[config.mk]
export PLATFORM = sky130hd
export DESIGN_NAME = player_uart_tx_flat
export DESIGN_NICKNAME = d
export VERILOG_FILES = /design/src/rtl/player_link_pkg.sv /design/src/rtl/player_uart_tx_if.sv /design/src/rtl/uart_baud_counter.sv /design/src/rtl/player_uart_tx.sv /design/src/flat_wrapper.sv
export SDC_FILE = /design/constraint.sdc
export NUM_CORES = 1
export LEC_CHECK = 0
export CORE_MARGIN = 8
export CORE_UTILIZATION = 30
export DETAILED_ROUTE_END_ITERATION = 8
export GPL_ROUTABILITY_DRIVEN = 0
export SKIP_LAST_GASP = 1
export SLEW_MARGIN = 20
export SYNTH_ARGS = -nofsm -noshare
export SYNTH_HDL_FRONTEND = slang
export SYNTH_SLANG_ARGS = --single-unit
[constraint.sdc]
create_clock -name clk -period 2.6 [get_ports clk]
set_clock_uncertainty 0.2 [all_clocks]
set_input_delay 0.52 -clock clk [delete_from_list [all_inputs] [get_ports clk]]
set_output_delay 0.52 -clock clk [all_outputs]
set_load 0.01 [all_outputs]
[src/rtl/player_link_pkg.sv]
// Shared types and field constants for the player-word UART link.
// Frame state encoding plus the bit layout of the encoded player word.
package player_link_pkg;

    typedef enum logic [2:0] {
        IDLE,
        START,
        DATA,
        PARITY,
        STOP
    } tx_state_e;

    localparam int RST_BIT   = 7;
    localparam int RSVD_BIT  = 6;
    localparam int FIRE_BIT  = 5;
    localparam int PROJ_BIT  = 4;
    localparam int LANE_MSB  = 3;
    localparam int LANE_LSB  = 0;

    localparam int DATA_BITS = 8;
    localparam int STOP_BITS = 1;

    function automatic logic even_parity(input logic [7:0] d);
        return ^d;
    endfunction

endpackage

[src/rtl/player_uart_tx_if.sv]
// Player-word link between the player controller (master) and the
// UART transmitter (slave), which drives the serial pin and status.
interface player_uart_tx_if;

    logic [7:0] data_in;
    logic       tx;
    logic       busy;
    logic       frame_done;
    logic [7:0] last_sent;

    modport master (
        output data_in,
        input  tx,
        input  busy,
        input  frame_done,
        input  last_sent
    );

    modport slave (
        input  data_in,
        output tx,
        output busy,
        output frame_done,
        output last_sent
    );

endinterface

[src/rtl/uart_baud_counter.sv]
// Bit-period counter: runs 0..CLKS_PER_BIT-1 and pulses tick on the
// terminal count; held at zero while clear is high.
module uart_baud_counter #(
    parameter int CLKS_PER_BIT = 10
) (
    input  logic clk,
    input  logic rst,
    input  logic clear,
    output logic tick
);

    localparam int CW = (CLKS_PER_BIT > 1) ? $clog2(CLKS_PER_BIT) : 1;
    localparam logic [CW-1:0] TERM = CW'(CLKS_PER_BIT - 1);

    logic [CW-1:0] cnt_q;
    logic [CW-1:0] cnt_d;

    always_comb begin
        tick  = (cnt_q == TERM);
        cnt_d = cnt_q + CW'(1);
        if (clear || tick) begin
            cnt_d = '0;
        end
    end

    always_ff @(posedge clk) begin
        if (rst) begin
            cnt_q <= '0;
        end else begin
            cnt_q <= cnt_d;
        end
    end

endmodule

[src/rtl/player_uart_tx.sv]
// UART transmitter for the encoded player word: sends on change, on a
// periodic refresh, and once after reset. UART_TX_PARITY_EN adds even parity.
module player_uart_tx
    import player_link_pkg::*;
#(
    parameter int CLK_FREQ       = 100000000,
    parameter int BAUD_RATE      = 9600,
    parameter int REFRESH_CYCLES = 1000000
) (
    input  logic             clk,
    input  logic             rst,
    player_uart_tx_if.slave  link
);

    localparam int CLKS_PER_BIT = CLK_FREQ / BAUD_RATE;
    localparam bit REF_EN = (REFRESH_CYCLES > 0);
    localparam int RW = (REFRESH_CYCLES > 1) ? $clog2(REFRESH_CYCLES) : 1;
    localparam logic [RW-1:0] REF_TERM =
        RW'(REF_EN ? REFRESH_CYCLES - 1 : 0);

    tx_state_e   state_q, state_d;
    logic [7:0]  shift_q, shift_d;
    logic [2:0]  idx_q, idx_d;
    logic [7:0]  last_q, last_d;
    logic        first_q, first_d;
    logic        refp_q, refp_d;
    logic [RW-1:0] refcnt_q, refcnt_d;
    logic        tx_q, tx_d;
    logic        par_q, par_d;
    logic        tick;
    logic        ref_hit;
    logic        trigger;

    uart_baud_counter #(
        .CLKS_PER_BIT(CLKS_PER_BIT)
    ) u_baud (
        .clk   (clk),
        .rst   (rst),
        .clear (state_q == IDLE),
        .tick  (tick)
    );

    always_comb begin
        state_d  = state_q;
        shift_d  = shift_q;
        idx_d    = idx_q;
        last_d   = last_q;
        first_d  = first_q;
        refp_d   = refp_q;
        refcnt_d = refcnt_q;
        par_d    = par_q;
        tx_d     = 1'b1;
        ref_hit  = REF_EN && (state_q == IDLE) && (refcnt_q == REF_TERM);
        trigger  = first_q || (link.data_in != last_q) || refp_q || ref_hit;

        unique case (state_q)
            IDLE: begin
                // Refresh expiry starts the frame in the same cycle, so the
                // terminal-count wrap happens through the frame-start clear.
                if (trigger) begin
                    shift_d  = link.data_in;
                    last_d   = link.data_in;
                    par_d    = even_parity(link.data_in);
                    first_d  = 1'b0;
                    refp_d   = 1'b0;
                    refcnt_d = '0;
                    state_d  = START;
                end else if (REF_EN) begin
                    refcnt_d = refcnt_q + RW'(1);
                end
            end
            START: begin
                if (tick) begin
                    state_d = DATA;
                end
            end
            DATA: begin
                if (tick) begin
                    shift_d = shift_q >> 1;
                    if (idx_q == 3'd7) begin
                        idx_d = 3'd0;
`ifdef UART_TX_PARITY_EN
                        state_d = PARITY;
`else
                        state_d = STOP;
`endif
                    end else begin
                        idx_d = idx_q + 3'd1;
                    end
                end
            end
`ifdef UART_TX_PARITY_EN
            PARITY: begin
                if (tick) begin
                    state_d = STOP;
                end
            end
`endif
            STOP: begin
                if (tick) begin
                    state_d = IDLE;
                end
            end
            default: begin
                state_d = IDLE;
            end
        endcase

        // Line level is registered from the next state to keep the pin clean.
        unique case (state_d)
            START:   tx_d = 1'b0;
            DATA:    tx_d = shift_d[0];
`ifdef UART_TX_PARITY_EN
            PARITY:  tx_d = par_d;
`endif
            default: tx_d = 1'b1;
        endcase
    end

    always_ff @(posedge clk) begin
        if (rst) begin
            state_q  <= IDLE;
            shift_q  <= '0;
            idx_q    <= '0;
            last_q   <= '0;
            first_q  <= 1'b1;
            refp_q   <= 1'b0;
            refcnt_q <= '0;
            tx_q     <= 1'b1;
            par_q    <= 1'b0;
        end else begin
            state_q  <= state_d;
            shift_q  <= shift_d;
            idx_q    <= idx_d;
            last_q   <= last_d;
            first_q  <= first_d;
            refp_q   <= refp_d;
            refcnt_q <= refcnt_d;
            tx_q     <= tx_d;
            par_q    <= par_d;
        end
    end

    assign link.tx         = tx_q;
    assign link.busy       = (state_q != IDLE);
    assign link.frame_done = (state_q == STOP) && tick;
    assign link.last_sent  = last_q;

endmodule

[src/flat_wrapper.sv]
// flat-port wrapper written by rule: the top's interface ports become plain ports
module player_uart_tx_flat import player_link_pkg::*;
#(
    parameter int CLK_FREQ       = 100000000,
    parameter int BAUD_RATE      = 9600,
    parameter int REFRESH_CYCLES = 1000000
)
  (clk, rst, link_data_in, link_tx, link_busy, link_frame_done, link_last_sent);
  player_uart_tx_if link_i ();
  input  logic clk;
  input  logic rst;
  input wire logic [$bits(link_i.data_in)-1:0] link_data_in;
  output wire logic [$bits(link_i.tx)-1:0] link_tx;
  output wire logic [$bits(link_i.busy)-1:0] link_busy;
  output wire logic [$bits(link_i.frame_done)-1:0] link_frame_done;
  output wire logic [$bits(link_i.last_sent)-1:0] link_last_sent;
  assign link_i.data_in = link_data_in;
  assign link_tx = link_i.tx;
  assign link_busy = link_i.busy;
  assign link_frame_done = link_i.frame_done;
  assign link_last_sent = link_i.last_sent;
  player_uart_tx #(.CLK_FREQ(CLK_FREQ), .BAUD_RATE(BAUD_RATE), .REFRESH_CYCLES(REFRESH_CYCLES)) u_core (.clk(clk), .rst(rst), .link(link_i));
endmodule
==> reports/results.ini, run 1 <==
[run_status]
status=completed

[clock_network]
postCtsSetupBuffers=0
clockBufferDepth=2
htree_levels=3
numCtsBuffers=9
cts_hold_buf=0
cts_tree=yes
cts_sinks=58
path_clk_slew_ns=0.07
clk_latency_ns=0.34
cts-resized-gates=3
root_buffer=clkbuf_8

[synthesis]
synth_fp_nets=319
synth-main-ff-cell=dfxtp_1
synth_edf_count=0
synth_cell_types=38
async_flop_share_pct=0
ys.warnings.count=0
ys_ff_latch=58
synth_area_per_cell_sq_um=8.80
post_synth_inst_count=305
syn_area_sq_mm=0.00268
yosysSeqAreaShare_pct=43.3

[routing]
viasPerCell=4.82
wl_met1_um=2690
wirelength_um=5520
drt_iter0_markers=56
avgRoutedWirePerCell_um=12.2
wl_met2_um=2530
wl_met3_um=209
highest_layer=met4
dr.pass1.iters=4
ant_nets=0
drc=0
num_vias=2187

[run]
maxCapViolations=0

[final_layout]
postLayoutCoreUtil_pct=38.2
final_cell_mix=56 x dfxtp_1, 51 x nor2_1, 25 x xor2_1
final_cell_area_sq_mm=0.00333
area_growth_syn_to_layout_pct=24.1
final_common_cell=dfxtp_1
final_nets=356
drive_above_1_share_pct=14.5
diodes=0

[worst_setup_path]
start_kind=register
cp-startpoint=u_core.u_baud.cnt_q[1]
regToRegStartpoint=u_core.refcnt_q[1]
crit_type=register to output pin
cp.required_ns=1.88
cp.arrival_ns=1.73
endpoint_kind=output pin
path_max_fanout=3

[placed_design]
dpl.hpwl_um=3900
port-buffer-count=20
placed_cell_area_sq_mm=0.00313

[pwr]
power_mw=1.93
p_leak_nw=1.26
p_per_area_mw_per_mm2=578
ir_worst_vdd_uv=239

[sta]
relSlewSlack_pct=59.8
rsz0062_at_grt=false
drv_slew=0
tns_ns=0
max_clock_freq_mhz=408
finalHoldViolCount=0
hold_slack_ns=0.235
period_needed_ns=2.45
tightest_slew_ns=0.602
period_share_pct=94.4
setup_viol_count_final=0

[worst_hold_path]
hp-class=register to register
hp-start=u_core.u_baud.cnt_q[0]

[grt]
grt_pass1_wl_um=9600
grt_max_degree=28
grt_usage_pct=9.49
antenna_found_initial=0
grt_pass1_vias=2101
grt_overflow=0

[floorplanning]
dieArea_sq_mm=0.0122
io-pin-count=21
die_h_um=111
fp.dieW_um=111
start_util_pct=30.8
core_sq_mm=0.00872
rows=34

## area by class of cell
| cell class | instances | area, sq um |
|---|---|---|
| repair buffers | 41 | 383 |
| clock buffers | 10 | 138 |
| clock inverters | 5 | 55.1 |
| well taps | 108 | 135 |
| fillers | 884 | 5390 |
| multi-input cells | 219 | 1410 |
| inverters | 13 | 50.0 |
| flip-flops and latches | 58 | 1160 |
## cell usage after synthesis (3+ instances only)
master    count  share of area (%)
and3_1        9                2.1
dfxtp_1      58                 43
ha_1          4                1.9
nor3_1        8                1.5
and4_1        3               0.98
nand4b_1      4                1.3
and2_1        3               0.70
a21oi_1       8                1.5
mux2i_1       7                2.6
xnor2_1      14                4.6
o221ai_2      5                2.8
nand2b_1      7                1.6
inv_1        12                1.7
nand4_1      14                3.3
xor2_1       25                8.2
nand3b_1      6                1.7
nand2_1      24                3.4
nand3_1      10                1.9
nor2_1       51                7.1
clkbuf_1     11                1.5
## registers in the layout, summed over array words and instances (netlist names)
name	cells
u_core.refcnt_q	20
u_core.u_baud.cnt_q	14
u_core.link.last_sent	8
u_core.shift_q	8
u_core.idx_q	3
u_core.state_q	3
u_core.first_q	1
u_core.link.tx	1
## where the power goes
group          switching (mW)  internal [mW]
logic                  0.0822         0.0904
clock network           0.363          0.459
registers              0.0175          0.914
total                   0.462           1.46
## worst max-delay path, cell delays in order (launching register included)
cell and delay, ns:
dfxtp_1 0.35, ha_2 0.21, and4_1 0.22, and4_1 0.21, and3_1 0.17, clkdlybuf4s15_1 0.24
## stage by stage
step	setup slack (ns)	cells
2_1_floorplan	0.244	305
3_3_place_gp	0.101	439
3_5_place_dp	0.0448	439
4_1_cts	0.0434	454
5_1_grt	0.00720	454
6_report	0.147	454
## path summary, 6_finish.rpt
path,to,slack (ns),cells past startpoint
min reg2reg,u_core.u_baud.cnt_q[0],0.24,1
min,u_core.u_baud.cnt_q[0],0.24,1
max reg2reg,u_core.shift_q[5],0.20,8
max,link_frame_done,0.15,5
## cells by family (layout without fill, tap and decap cells)
| logic type | after synthesis | count (layout) | share of synthesized area [%] |
|---|---|---|---|
| muxes | 7 | 7 | 2.61 |
| AOI/OAI and AO/OA | 21 | 21 | 6.76 |
| DFF | 58 | 58 | 43.3 |
| xor gates and xnor gates | 39 | 39 | 12.7 |
| adders and majority gates | 4 | 4 | 1.86 |
| and+or+nand+nor | 148 | 148 | 28.2 |
| buffers and inverters | 28 | 69 | 4.57 |
## layer usage
metal / up-vias / GRT usage [%]
met5: - / 0
met4: 0 / 4.32
met3: 8 / 4.00
met2: 29 / 14.4
met1: 1039 / 11.3
li1: 1111 / -
No activity file was read; power rests on OpenSTA's default activity.
==> run 2: changes to the inputs <==
CORE_UTILIZATION = 48   (was 30)
PLACE_DENSITY = 0.68   (was default)
==> reports/results.ini, run 2 (synthesis gave the netlist of run 1 again) <==
[run_status]
status=completed

[pwr]
p_per_area_mw_per_mm2=551
ir_worst_vdd_uv=344
p_leak_nw=1.22

[floorplanning]
dieArea_sq_mm=0.00824
core_sq_mm=0.00544
rows=27
die_h_um=90.8
start_util_pct=49.3
fp.dieW_um=90.8
io-pin-count=21

[worst_setup_path]
r2r_slack_ns=0.14
reg2reg_depth=8
cp.arrival_ns=2.51
endpoint=u_core.shift_q[4]
regToRegStartpoint=u_core.refcnt_q[0]
cp-startpoint=u_core.refcnt_q[0]
endpoint_kind=register
start_kind=register
reg2reg_to=u_core.shift_q[4]
crit_type=register to register
cp.required_ns=2.65
path_max_fanout=4

[grt]
grt_pass1_wl_um=9300
grt_usage_pct=13.7
grt_pass1_vias=2124
antenna_found_initial=0
grt_overflow=0
grt_max_degree=21

[final_layout]
final_cell_mix=57 x dfxtp_1, 51 x nor2_1, 25 x xor2_1
seqCellArea_sq_mm=0.00116
fillCellCount=497
final_cell_area_sq_mm=0.00319
final_nets=352
multi_input_area_sq_mm=0.00141
final_common_cell=dfxtp_1
drive_above_1_share_pct=12.1
top_register=u_core.refcnt_q
diodes=0
area_growth_syn_to_layout_pct=18.8
top_regs=u_core.refcnt_q (20), u_core.u_baud.cnt_q (14)
largest_reg_flops=20

[sta]
finalHoldViolCount=0
tightest_slew_ns=0.468
period_needed_ns=2.46
max_clock_freq_mhz=407
tns_ns=0
rsz0062_at_grt=false
relSlewSlack_pct=68.8
setup_viol_count_final=0
drv_slew=0
period_share_pct=94.5

[clock_network]
numCtsBuffers=9
cts_hold_buf=0
root_buffer=clkbuf_8
cts_tree=yes
cts_sinks=58
htree_levels=3
clockBufferDepth=2
path_clk_slew_ns=0.06
clk_latency_ns=0.33

[routing]
ant_nets=0
dr.pass1.iters=4
avgRoutedWirePerCell_um=12.8
wirelength_um=5260
drc=0
viasPerCell=5.11
drt_iter0_markers=73
num_vias=2100

[placed_design]
dpl.hpwl_um=3780
port-buffer-count=20
placed_cell_area_sq_mm=0.00303

[worst_hold_path]
hp-class=register to register
hold_depth=1

[run]
maxCapViolations=0

==> run 2: how the worst min path moves through the flow <==
stage | startpoint | to | slack (ns)
2_1_floorplan | u_core.first_q | u_core.first_q | 0.23
3_3_place_gp | u_core.u_baud.cnt_q[0] | u_core.u_baud.cnt_q[0] | 0.24
3_5_place_dp | u_core.first_q | u_core.first_q | 0.25
5_1_grt | u_core.u_baud.cnt_q[0] | u_core.u_baud.cnt_q[0] | 0.26
4_1_cts | u_core.first_q | u_core.first_q | 0.26
6_report | u_core.u_baud.cnt_q[0] | u_core.u_baud.cnt_q[0] | 0.24
==> run 2: where the power goes <==
| group | internal [mW] | total (mW) | switching, mW |
|---|---|---|---|
| clock | 0.348 | 0.656 | 0.308 |
| sequential | 0.915 | 0.934 | 0.0195 |
| combinational | 0.0861 | 0.165 | 0.0790 |
==> run 2: stage by stage <==
stage | instances | hold WS [ns] | util, % | worst slack (ns) | power [mW]
6_report | 411 | 0.241 | 58.6 | 0.143 | 1.76
2_1_floorplan | 305 | 0.228 | - | 0.244 | 1.04
3_3_place_gp | 399 | 0.242 | 55.7 | 0.112 | 1.11
5_1_grt | 411 | 0.265 | 58.6 | 0.00372 | 1.83
4_1_cts | 411 | 0.265 | 58.4 | 0.0455 | 1.78
3_5_place_dp | 399 | 0.249 | 55.7 | 0.0323 | 1.12
==> run 2: final cells by class <==
class | count | share of cell area (%)
timing repair buffer | 37 | 10.4
sequential | 58 | 36.5
tap | 72 | 2.83
clock buffer | 11 | 4.43
multi-input combinational | 219 | 44.2
clock inverter | 1 | 0.157
inverter | 13 | 1.57
==> run 2: timing repair <==
item	4_1_cts	5_1_grt
endpoints found under the hold margin	0	0
endpoints found under the setup margin	2	3
gates resized for setup	3	4
setup buffers	0	0
==> run 2: worst max-delay path: stages (launching register included) <==
cell and delay, ns:
dfxtp_1 0.37, ha_1 0.18, and3_1 0.17, nand3_1 0.10, or4_4 0.57, a31o_1 0.24, or2_0 0.23, buf_4 0.17
o221ai_2 0.15
==> run 2: routing by layer <==
metal | vias up | GRT usage (%) | share of wire [%] | wire length [um]
li1 | 1103 | - | - | -
met1 | 965 | 16.8 | 51 | 2700
met2 | 24 | 21.0 | 44 | 2310
met3 | 8 | 4.74 | 3.2 | 170
met4 | 0 | 6.14 | 1.4 | 76
met5 | - | 0 | 0 | 0
==> run 3: changes to the inputs <==
SYNTH_HIERARCHICAL = 1   (was default)
==> reports/results.ini, run 3 <==
[run_status]
status=completed

[grt]
antenna_found_initial=0
grt_pass1_vias=2121
grt_usage_pct=13.9
grt_pass1_wl_um=9620
grt_max_degree=21
grt_overflow=0

[sta]
period_needed_ns=2.60
tightest_slew_ns=0.508
relSlewSlack_pct=65.3
setup_viol_count_final=0
max_clock_freq_mhz=385
drv_slew=0
rsz0062_at_grt=true
period_share_pct=99.9
finalHoldViolCount=0

[clock_network]
cts_hold_buf=0
cts_tree=yes
path_clk_slew_ns=0.06
cts_sinks=58
root_buffer=clkbuf_8
clk_latency_ns=0.32
numCtsBuffers=9
clockBufferDepth=2
htree_levels=3

[worst_hold_path]
hp-class=register to register

[synthesis]
synth_area_per_cell_sq_um=8.55
synth-main-ff-cell=dfxtp_1
synth_common_cells=58 x dfxtp_1, 41 x nor2_1, 35 x nand2_1
ys_top_cells_by_area=dfxtp_1 43%, xnor2_1 7.1%, nor2_1 5.7%, xor2_1 5.2%, nand2_1 4.8%
syn_area_sq_mm=0.00271
synth_cell_types=44
async_flop_share_pct=0
yosysTopAreaCell=dfxtp_1
yosysSeqAreaShare_pct=42.8
yosysMostFrequentCell=dfxtp_1
ys.warnings.count=6
synth_top_area_share_pct=42.8
ys_ff_latch=58
synth_fp_nets=331
post_synth_inst_count=317
synth_edf_count=0

[routing]
viasPerCell=5.25
dr.pass1.iters=6
drt_iter0_markers=94
avgRoutedWirePerCell_um=13.1
drc=0
num_vias=2279
wirelength_um=5700
ant_nets=0

[floorplanning]
rows=27
dieArea_sq_mm=0.00831
die_h_um=91.2
core_sq_mm=0.00547
start_util_pct=49.5
fp.dieW_um=91.2
io-pin-count=21

[pwr]
p_per_area_mw_per_mm2=566
net-switching-power_mw=0.399
sw_frac_of_total_pct=21.1
p_leak_nw=1.18
p_int_mw=1.49
ir_worst_vdd_uv=351
power_mw=1.89
sequentialPowerShare_pct=48.9
p_clk_share_pct=44.3
comb_power_share_pct=6.8

[worst_setup_path]
path_cells=or4b_4 -> nor4_4 -> nand2_1 -> nor3_2 -> buf_2
cp.required_ns=1.88
endpoint_kind=output pin
path_max_fanout=2
cp.arrival_ns=1.88
crit_type=register to output pin
crit_slowest_cell=or4b_4
crit_path_max_incr_delay_ns=0.56
start_kind=register

[final_layout]
final_common_cell=dfxtp_1
top_register=u_core/refcnt_q
final_cell_mix=58 x dfxtp_1, 41 x nor2_1, 35 x nand2_1
top_regs=u_core/refcnt_q (20), u_core/u_baud/cnt_q (14)
postLayoutCoreUtil_pct=61.0
area_growth_syn_to_layout_pct=23.0
largest_reg_flops=20
drive_above_1_share_pct=13.8
diodes=0
final_nets=372

[run]
maxCapViolations=0

[placed_design]
port-buffer-count=20
dpl.hpwl_um=4140

-- run 3: changes by cell type after synthesis, moves of 7 or more --
cell,previous run,this run
nand2_1,24,35
nor2_1,51,41
xor2_1,25,16
o21ai_0,0,8
xnor2_1,14,22
mux2i_1,7,0
nand3_1,10,17
-- run 3: final timing paths --
| kind | from | to | slack [ns] | cells past startpoint |
|---|---|---|---|---|
| hold / removal | u_core/first_q | u_core/first_q | 0.26 | 1 |
| setup / recovery | u_core/u_baud/cnt_q[8] | link_frame_done | 0.003 | 5 |
| hold reg to reg | u_core/first_q | u_core/first_q | 0.26 | 1 |
| setup reg to reg | u_core/u_baud/cnt_q[8] | u_core/shift_q[5] | 0.18 | 7 |
-- run 3: kinds of logic after synthesis --
group	synth area share, %
and+or+nand+nor	29.4
DFF	42.8
AOI/OAI and AO/OA	8.72
xor gates and xnor gates	12.3
buffers and inverters	4.89
adders and majority gates	1.85
-- run 3: stage by stage --
stage | hold slack [ns] | area, sq um | cells | setup slack (ns) | TNS [ns]
floorplan | 0.227 | 2710 | 317 | 0.170 | 0
global placement | 0.233 | 3110 | 418 | -0.0581 | -0.0581
detailed placement | 0.258 | 3110 | 418 | -0.0562 | -0.316
CTS | 0.271 | 3340 | 434 | 0.0327 | 0
global route | 0.292 | 3340 | 434 | -0.0906 | -0.0906
finish | 0.264 | 3340 | 434 | 0.00279 | 0
-- run 3: repair_timing --
action / in CTS / in global routing
cloned: 0 / 0
buffers inserted: 1 / 0
endpoints found under the hold margin: 0 / 0
gates resized for setup: 7 / 0
pin swaps: 1 / 0
endpoints found under the setup margin: 1 / 1
-- run 3: worst max-delay path, delay by kind of cell, from the launching register on --
family	cells	cell delay [ns]
buffers and inverters	1	0.16
flip-flops	1	0.31
AND/OR/NAND/NOR	4	1.09
-- run 3: layer usage --
metal | track usage (%) | vias to the layer above | routed length [um]
li1 | - | 1193 | -
met1 | 17.4 | 1040 | 2830
met2 | 21.6 | 37 | 2590
met3 | 2.88 | 9 | 166
met4 | 8.32 | 0 | 112
met5 | 0 | - | 0
-- run 3: area by class of cell --
type,count,area [sq um]
Timing Repair Buffer,47,410
Inverter,8,35.0
Sequential cell,58,1160
Tap cell,72,90.1
Fill cell,504,2140
Multi-Input combinational cell,234,1440
Clock inverter,2,35.0
Clock buffer,13,169
-- run 3: power by group through the flow --
stage	clock, mW	sequential [mW]	combinational, mW
floorplan	0	0.943	0.0676
global placement	0	0.941	0.128
detailed placement	0	0.941	0.130
CTS	0.864	0.922	0.130
global route	0.907	0.923	0.141
finish	0.836	0.922	0.129
